==> src/rtl/led_adc_pkg.sv <==
// Shared types and constants for the LED/ADC sequencer.
package led_adc_pkg;

    // Width of the phase counter; PHASE_CYCLES must fit in it (max 65535).
    localparam int unsigned CNT_W = 16;

    // 1 MHz clock: 5 ms per LED phase, 0.5 ms settle before sampling.
    localparam int unsigned DEF_PHASE_CYCLES  = 5000;
    localparam int unsigned DEF_SETTLE_CYCLES = 500;

    typedef logic [CNT_W-1:0] cnt_t;

    typedef enum logic [2:0] {
        ST_IDLE   = 3'd0,
        ST_SETTLE = 3'd1,
        ST_START  = 3'd2,
        ST_WAIT   = 3'd3,
        ST_HOLD   = 3'd4
    } state_e;

endpackage

==> src/rtl/phase_timer.sv <==
// Phase counter: counts 0..PHASE_CYCLES-1 while running, wraps at terminal
// count, and flags the settle point and the terminal count of each phase.
module phase_timer
    import led_adc_pkg::*;
#(
    parameter int unsigned PHASE_CYCLES  = DEF_PHASE_CYCLES,
    parameter int unsigned SETTLE_CYCLES = DEF_SETTLE_CYCLES
) (
    input  logic clk,
    input  logic rst,
    input  logic run,
    output logic settle_match,
    output logic terminal_count
);

    localparam cnt_t TC_VAL     = cnt_t'(PHASE_CYCLES - 1);
    localparam cnt_t SETTLE_VAL = cnt_t'(SETTLE_CYCLES - 1);

    cnt_t count_q;
    cnt_t count_d;

    // Next count: held at zero while parked, otherwise increment with wrap.
    always_comb begin
        // NOTE: assign a default first so every path drives count_d; a missing
        // branch would otherwise infer a latch.
        count_d = count_q;
        if (!run) begin
            count_d = '0;
        end else if (count_q == TC_VAL) begin
            count_d = '0;
        end else begin
            count_d = count_q + cnt_t'(1);
        end
    end

    // Counter register with synchronous reset.
    always_ff @(posedge clk) begin
        // NOTE: non-blocking assignments here so every flop samples values from
        // before the edge; blocking ones would create order-dependent races.
        if (rst) begin
            count_q <= '0;
        end else begin
            count_q <= count_d;
        end
    end

    assign settle_match   = run && (count_q == SETTLE_VAL);
    assign terminal_count = run && (count_q == TC_VAL);

endmodule

==> src/rtl/led_adc_sequencer.sv <==
// Alternates the IR and Red LEDs every phase, requests one ADC conversion per
// phase after the LED has settled, and stores each result into the channel of
// the LED that was lit. A conversion still outstanding at phase end is
// dropped and flagged in the sticky Overrun output.
module led_adc_sequencer
    import led_adc_pkg::*;
#(
    parameter int unsigned PHASE_CYCLES  = DEF_PHASE_CYCLES,
    parameter int unsigned SETTLE_CYCLES = DEF_SETTLE_CYCLES
) (
    input  logic       CLK,
    input  logic       RST,
    input  logic       Enable,
    output logic       ADC_Start,
    input  logic       ADC_Done,
    input  logic [7:0] ADC_Data,
    output logic       LED_IR,
    output logic       LED_Red,
    output logic [7:0] IR_ADC_Value,
    output logic [7:0] Red_ADC_Value,
    output logic       IR_Valid,
    output logic       Red_Valid,
    output logic       Overrun
);

    state_e     state_q,     state_d;
    logic       led_ir_q,    led_ir_d;
    logic       led_red_q,   led_red_d;
    logic       adc_start_q, adc_start_d;
    logic [7:0] ir_value_q,  ir_value_d;
    logic [7:0] red_value_q, red_value_d;
    logic       ir_valid_q,  ir_valid_d;
    logic       red_valid_q, red_valid_d;
    logic       overrun_q,   overrun_d;

    logic run;
    logic settle_match;
    logic terminal_count;

    // The timer only runs while the sequence is active; it restarts from 0
    // on every entry from IDLE.
    assign run = Enable && (state_q != ST_IDLE);

    phase_timer #(
        .PHASE_CYCLES  (PHASE_CYCLES),
        .SETTLE_CYCLES (SETTLE_CYCLES)
    ) u_phase_timer (
        .clk            (CLK),
        .rst            (RST),
        .run            (run),
        .settle_match   (settle_match),
        .terminal_count (terminal_count)
    );

    // Next-state and next-output logic for the sequencer.
    always_comb begin
        state_d     = state_q;
        led_ir_d    = led_ir_q;
        led_red_d   = led_red_q;
        adc_start_d = 1'b0;
        ir_value_d  = ir_value_q;
        red_value_d = red_value_q;
        ir_valid_d  = 1'b0;
        red_valid_d = 1'b0;
        overrun_d   = overrun_q;

        if (!Enable) begin
            // Park: LEDs off, any outstanding conversion abandoned silently.
            state_d   = ST_IDLE;
            led_ir_d  = 1'b0;
            led_red_d = 1'b0;
        end else begin
            unique case (state_q)
                ST_IDLE: begin
                    // IR is always the first phase after a start.
                    state_d   = ST_SETTLE;
                    led_ir_d  = 1'b1;
                    led_red_d = 1'b0;
                end
                ST_SETTLE: begin
                    if (settle_match) begin
                        state_d     = ST_START;
                        adc_start_d = 1'b1;
                    end
                end
                ST_START: begin
                    state_d = ST_WAIT;
                end
                ST_WAIT: begin
                    if (ADC_Done) begin
                        state_d = ST_HOLD;
                        if (led_ir_q) begin
                            ir_value_d = ADC_Data;
                            ir_valid_d = 1'b1;
                        end else begin
                            red_value_d = ADC_Data;
                            red_valid_d = 1'b1;
                        end
                    end
                end
                ST_HOLD: begin
                    state_d = ST_HOLD;
                end
                default: begin
                    state_d = ST_IDLE;
                end
            endcase

            // Phase end overrides the state decode: a sample landing on this
            // very cycle was already accepted above, anything else pending is
            // an overrun.
            if (terminal_count) begin
                if (((state_q == ST_WAIT) && !ADC_Done) || (state_q == ST_START)) begin
                    overrun_d = 1'b1;
                end
                state_d     = ST_SETTLE;
                adc_start_d = 1'b0;
                led_ir_d    = led_red_q;
                led_red_d   = led_ir_q;
            end
        end
    end

    // FSM state and registered outputs.
    always_ff @(posedge CLK) begin
        if (RST) begin
            state_q     <= ST_IDLE;
            led_ir_q    <= 1'b0;
            led_red_q   <= 1'b0;
            adc_start_q <= 1'b0;
            ir_value_q  <= 8'h00;
            red_value_q <= 8'h00;
            ir_valid_q  <= 1'b0;
            red_valid_q <= 1'b0;
            overrun_q   <= 1'b0;
        end else begin
            state_q     <= state_d;
            led_ir_q    <= led_ir_d;
            led_red_q   <= led_red_d;
            adc_start_q <= adc_start_d;
            ir_value_q  <= ir_value_d;
            red_value_q <= red_value_d;
            ir_valid_q  <= ir_valid_d;
            red_valid_q <= red_valid_d;
            overrun_q   <= overrun_d;
        end
    end

    assign ADC_Start     = adc_start_q;
    assign LED_IR        = led_ir_q;
    assign LED_Red       = led_red_q;
    assign IR_ADC_Value  = ir_value_q;
    assign Red_ADC_Value = red_value_q;
    assign IR_Valid      = ir_valid_q;
    assign Red_Valid     = red_valid_q;
    assign Overrun       = overrun_q;

endmodule

==> config.mk <==
export PLATFORM = sky130hd
export DESIGN_NAME = led_adc_sequencer
export DESIGN_NICKNAME = d
export VERILOG_FILES = /design/src/rtl/led_adc_pkg.sv /design/src/rtl/phase_timer.sv /design/src/rtl/led_adc_sequencer.sv
export SDC_FILE = /design/constraint.sdc
export NUM_CORES = 1
export LEC_CHECK = 0
export ABC_AREA = 1
export CAP_MARGIN = 10
export CORE_MARGIN = 2
export CORE_UTILIZATION = 40
export DETAILED_ROUTE_END_ITERATION = 8
export GPL_TIMING_DRIVEN = 0
export HOLD_SLACK_MARGIN = 0.06
export PLACE_DENSITY = 0.63
export SLEW_MARGIN = 5
export SYNTH_ARGS = -nofsm -noshare
export SYNTH_HDL_FRONTEND = slang
export SYNTH_SLANG_ARGS = --single-unit
==> constraint.sdc <==
create_clock -name CLK -period 4.35 [get_ports CLK]
set_clock_uncertainty 0.15 [all_clocks]
set_input_delay 0.435 -clock CLK [delete_from_list [all_inputs] [get_ports CLK]]
set_output_delay 0.435 -clock CLK [all_outputs]
set_load 0.02 [all_outputs]
==> Word level (Yosys, flattened, before mapping) <==
Index checks and enable logic that the tools add are counted.
Widths: inputs -> output; s select.
{ "classes": {"addsub": 1, "n_bitwise": 6, "n_eq_ne": 10, "n_reduce_logical": 19, "muxes": 11} }
{ "ops": {"columns": ["operator", "n"], "rows": [
  ["$add 16x1->16 const B", 1],
  ["$eq 16x13->1 const B", 1],
  ["$eq 16x9->1 const B", 1],
  ["$pmux 3 s5", 1],
  ["$mux 1", 8],
  ["$reduce_and 4->1", 2],
  ["$reduce_or 4->1", 2],
  ["$eq 3x2->1 const B", 2],
  ["$mux 3", 2],
  ["$ne 3x3->1 const B", 2],
  ["$not 1->1", 6],
  ["$reduce_or 3->1", 2],
  ["$logic_and 1x1->1", 4],
  ["$ne 2x2->1 const B", 2],
  ["$reduce_and 2->1", 2],
  ["$eq 3x1->1 const B", 1],
  ["$eq 3x3->1 const B", 1],
  ["$logic_not 3->1", 1],
  ["$reduce_and 3->1", 1],
  ["$reduce_bool 3->1", 1],
  ["$reduce_bool 2->1", 1],
  ["$reduce_or 2->1", 1],
  ["$logic_not 1->1", 1],
  ["$logic_or 1x1->1", 1]
]} }
{ "word_totals": {"reg_bits": 41, "elab_cells": 58, "output_inout_bits": 22, "input_bits": 12} }

==> Longest topological paths before layout <==
{ "depth": {"word_depth": 6, "depth_mapped": 10, "mapped_depth_nobuf": 10} }

==> Cells and area by module <==
Synthesis repeated with hierarchy kept, for this count alone.
{ "hier_totals": {"hier_cells": 297, "area_unflattened_um2": 2018.2} }
{ "by_module_without_submodules": {"columns": ["mod", "seq_area_each_um2", "area_each_um2", "cells_each", "n_inst"], "rows": [
  ["led_adc_sequencer", 500.5, 1143.6, 160, 1],
  ["phase_timer", 320.3, 874.6, 137, 1]
]} }

==> Worst setup path after synthesis <==
OpenSTA, ideal clock, no wires.
{ "synth_timing": {"path_kind": "reg2reg", "start": "register u_phase_timer.count_q[0]", "end": "register u_phase_timer.count_q[10]", "setup_slack_ns": 2.843, "n_path_buf": 0, "period_less_slack_ns": 1.507, "required_time_ns": 4.084, "path_stages_with_launch": 8, "setup_ns": 0.116, "arrival_ns": 1.242, "cell_sequence": "dfxtp_1 > ha_1 > nand2_1 > nor2_1 > nand2_1 > nor2_1 > nand2_1 > and3_1"} }
{ "synth_between": {"elab_chain_cells": 2, "word_cells_on_any_way": 3, "cone_classes": "add/sub: 1; eq/ne: 1; reduce/logical: 1"} }
{ "synth_rtl": {"columns": ["item", "line_no", "text"], "rows": [
  ["start, declared", "phase_timer.sv:19", "cnt_t count_q;"],
  ["start signal, assigned", "phase_timer.sv:43", "count_q <= count_d;"],
  ["branches (longest 2 deep; another with $add 16x1->16)", null, null]
]} }
Several ways; the timed one is not identified.
A chain may end at the register's enable or synchronous reset.

==> Final worst setup path <==
{ "layout_timing": {"start": "register led_ir_q, in the netlist LED_IR", "end": "output LED_IR"} }
{ "layout_rtl": {"columns": ["item", "line_no", "text"], "rows": [
  ["start, declared", "led_adc_sequencer.sv:27", "logic led_ir_q, led_ir_d;"],
  ["start signal, assigned", "led_adc_sequencer.sv:138", "led_ir_q <= led_ir_d;"],
  ["end, declared", "led_adc_sequencer.sv:17", "output logic LED_IR,"]
]} }
No word-level cell between the ends.

==> metrics <==
status completed; share of layout cells above drive strength 1 10.0%; pins over their slew limit 0; TritonCTS buffer count 5; clock root buffer clkbuf_8; worst skew pair latency 0.29 ns; Die ar. about 5000 um2; Core Area 4350 um2; vias in the first global route 1581; clock-pin slew on the worst setup and hold paths 0.08 ns; Unique masters post-synth 30; fill count roughly 430; Reg2Reg Setup Slack ~2.7 ns; Post-DRT Antenna Nets 0; Worst Tran Pin Value 0.307 ns; Synth Register Bits 41; worst vdd ir 202 uV; Worst R2R Start u_phase_timer.count_q[0]; total iterations of the first detailed-routing run 4; Hold EP u_phase_timer.count_q[0]; die width 71.3 um; Crit Path Category register to output pin; global route overflow 0; detailed router's first-iteration violation count 65; LEAKAGE just under 0.0009 uW; endpoints failing setup 0; Reg2Reg Depth 7; Max Fanout on Critical Path 5; minimum clock period 1.96 ns; vias per std cell roughly 4.8; critical-path cell list clkdlybuf4s50_1; area fraction of the dominant cell type after synthesis 45.3%; RSZ-0062 raised after global routing false; GRT Overall Usage 16.6%; wire length per cell 11.0 um; Synth Cell Area 1810 um2; Worst path max stage delay between 0.6 and 0.7 ns; Seq/Total Area, Yosys 45.3%; H-tree levels 2; worst hold path cell count 1; Die Ht between 70 and 80 um; area growth from synthesis to layout 27.4%; Initial Util 41.6%; Hold Crit Class register to register; GPL Wtd Cong 0.797; Ant. Diodes 0; max cap viols 0; most area-consuming cells after synthesis dfxtp_1 (45%), nor2_1 (13%), nand2_1 (6.0%); Critical Path RT 3.76 ns; post-cts sizing count 0; setup total negative slack 0 ns; vias about 1700; reg2reg end u_phase_timer.count_q[10]; relative slew slack 79.5%; Net count, final 301; crit end category output pin; HP Start u_phase_timer.count_q[0]; IO buf count 33; I/O pin total 34; Yosys top cell by area dfxtp_1; final hold violations 0; Post-Syn Area per Cell 7.31 um2; Post-DP HPWL 2.89 mm; syn nets 261; Commonest cells post-synth nor2_1 (64), dfxtp_1 (41), nand2_1 (29), inv_1 (27), o21ai_0 (20); FP Rows 24; Setup Fix Bufs, Post-CTS 0; Period Utilization, post-route between 40% and 50%; first-pass GRT wire length 6.70 mm; number of synthesized flops with an enable pin 0; PwrDens 294 nW/um2; buffers plus inverters on the worst setup path 1; nature of the critical path startpoint register; initial antenna violation count 0; clk sink count slightly above 40; clock tree buffer depth 2; Routed WL 3.73 mm; # DRC 0; Main synth FF type dfxtp_1; family with the most delay on the worst path buffers and inverters; Peak Freq 0.511 GHz; Final Cell Area 2310 um2; YS warnings 0; largest net degree at the start of global routing 13; Worst Path Arrival around 1.4 ns; most common cell in the synthesized netlist nor2_1; CTS tree done; dpl cell area 2210 um2; CP max stage cell clkdlybuf4s50_1; Synth Instances 248; hold_buf cts 0; ys async rst share 0%
## cells in the final DEF, fill, tap and decap left out, types with 2 or more instances in the layout
cell type,count
clkdlybuf4s50_1,33
o21ai_0,20
dfxtp_1,41
clkbuf_8,7
nor2_4,2
nand2_2,5
nand4_1,6
inv_1,27
nand3_1,13
a21oi_1,9
nand3_4,2
inv_2,4
nor2_1,64
nor3_1,6
xor2_1,3
nand2_1,29
clkinv_4,2
## cell families after synthesis
kind of cell / count (synthesis) / synth area share (%)
xor gates and xnor gates: 3 / 1.45
adders and majority gates: 1 / 0.690
AOI/OAI and AO/OA: 34 / 10.0
buffers and inverters: 35 / 8.21
DFF: 41 / 45.3
and+or+nand+nor: 134 / 34.4
## report_power, final
part / switching (uW) / leakage, uW / internal (uW)
Sequential: 1.59 / 0.000331 / 376
Combinational: 15.7 / 0.000495 / 14.6
Clock: 128 / 0.0000542 / 143
Total: 146 / 0.000880 / 534
## worst max path at each step
stage                                        start                         to  slack, ns  depth (start not counted)
final                                       LED_IR                     LED_IR       2.39                          1
after global placement                      Enable                     LED_IR       2.33                          6
after global routing                        LED_IR                     LED_IR       2.34                          1
after CTS                                   LED_IR                     LED_IR       2.37                          1
after detailed placement                    Enable                     LED_IR       2.33                          6
after floorplan           u_phase_timer.count_q[0]  u_phase_timer.count_q[10]       2.84                          7
## stage by stage
stage          utilization, %  power [uW]  setup slack (ns)  instances  hold slack (ns)
6_report                 53.0         680              2.39        341            0.300
5_1_grt                  53.0         709              2.34        341            0.323
4_1_cts                  53.0         694              2.37        341            0.310
3_5_place_dp             50.7         417              2.33        333            0.292
3_3_place_gp             50.7         417              2.33        333            0.281
2_1_floorplan               -         400              2.84        248            0.267
## cell type report
type	count	area, um2	share of cell area, %
multi-input combinational	172	843	36.5
inverter	33	134	5.80
sequential	41	821	35.5
buffer	2	15.0	0.650
clock inverter	1	5.00	0.217
timing repair buffer	33	330	14.3
clock buffer	7	96.3	4.17
tap	52	65.1	2.82
## state kept, by name, summed over array words and instances, names as in the netlist
register	cells
Red_Valid	1
LED_Red	1
u_phase_timer.count_q	16
Overrun	1
IR_Valid	1
ADC_Start	1
LED_IR	1
Red_ADC_Value	8
state_q	3
IR_ADC_Value	8
## metal layers
layer	GRT usage (%)	wire length, um	up-vias	part of all wire, %
met3	4.50	202	9	5.4
met1	20.0	1650	735	44
met4	8.18	91	0	2.4
li1	-	-	875	-
met2	27.5	1790	34	48
met5	0	0	-	0
Note: power is estimated with default switching activity, not from simulation.
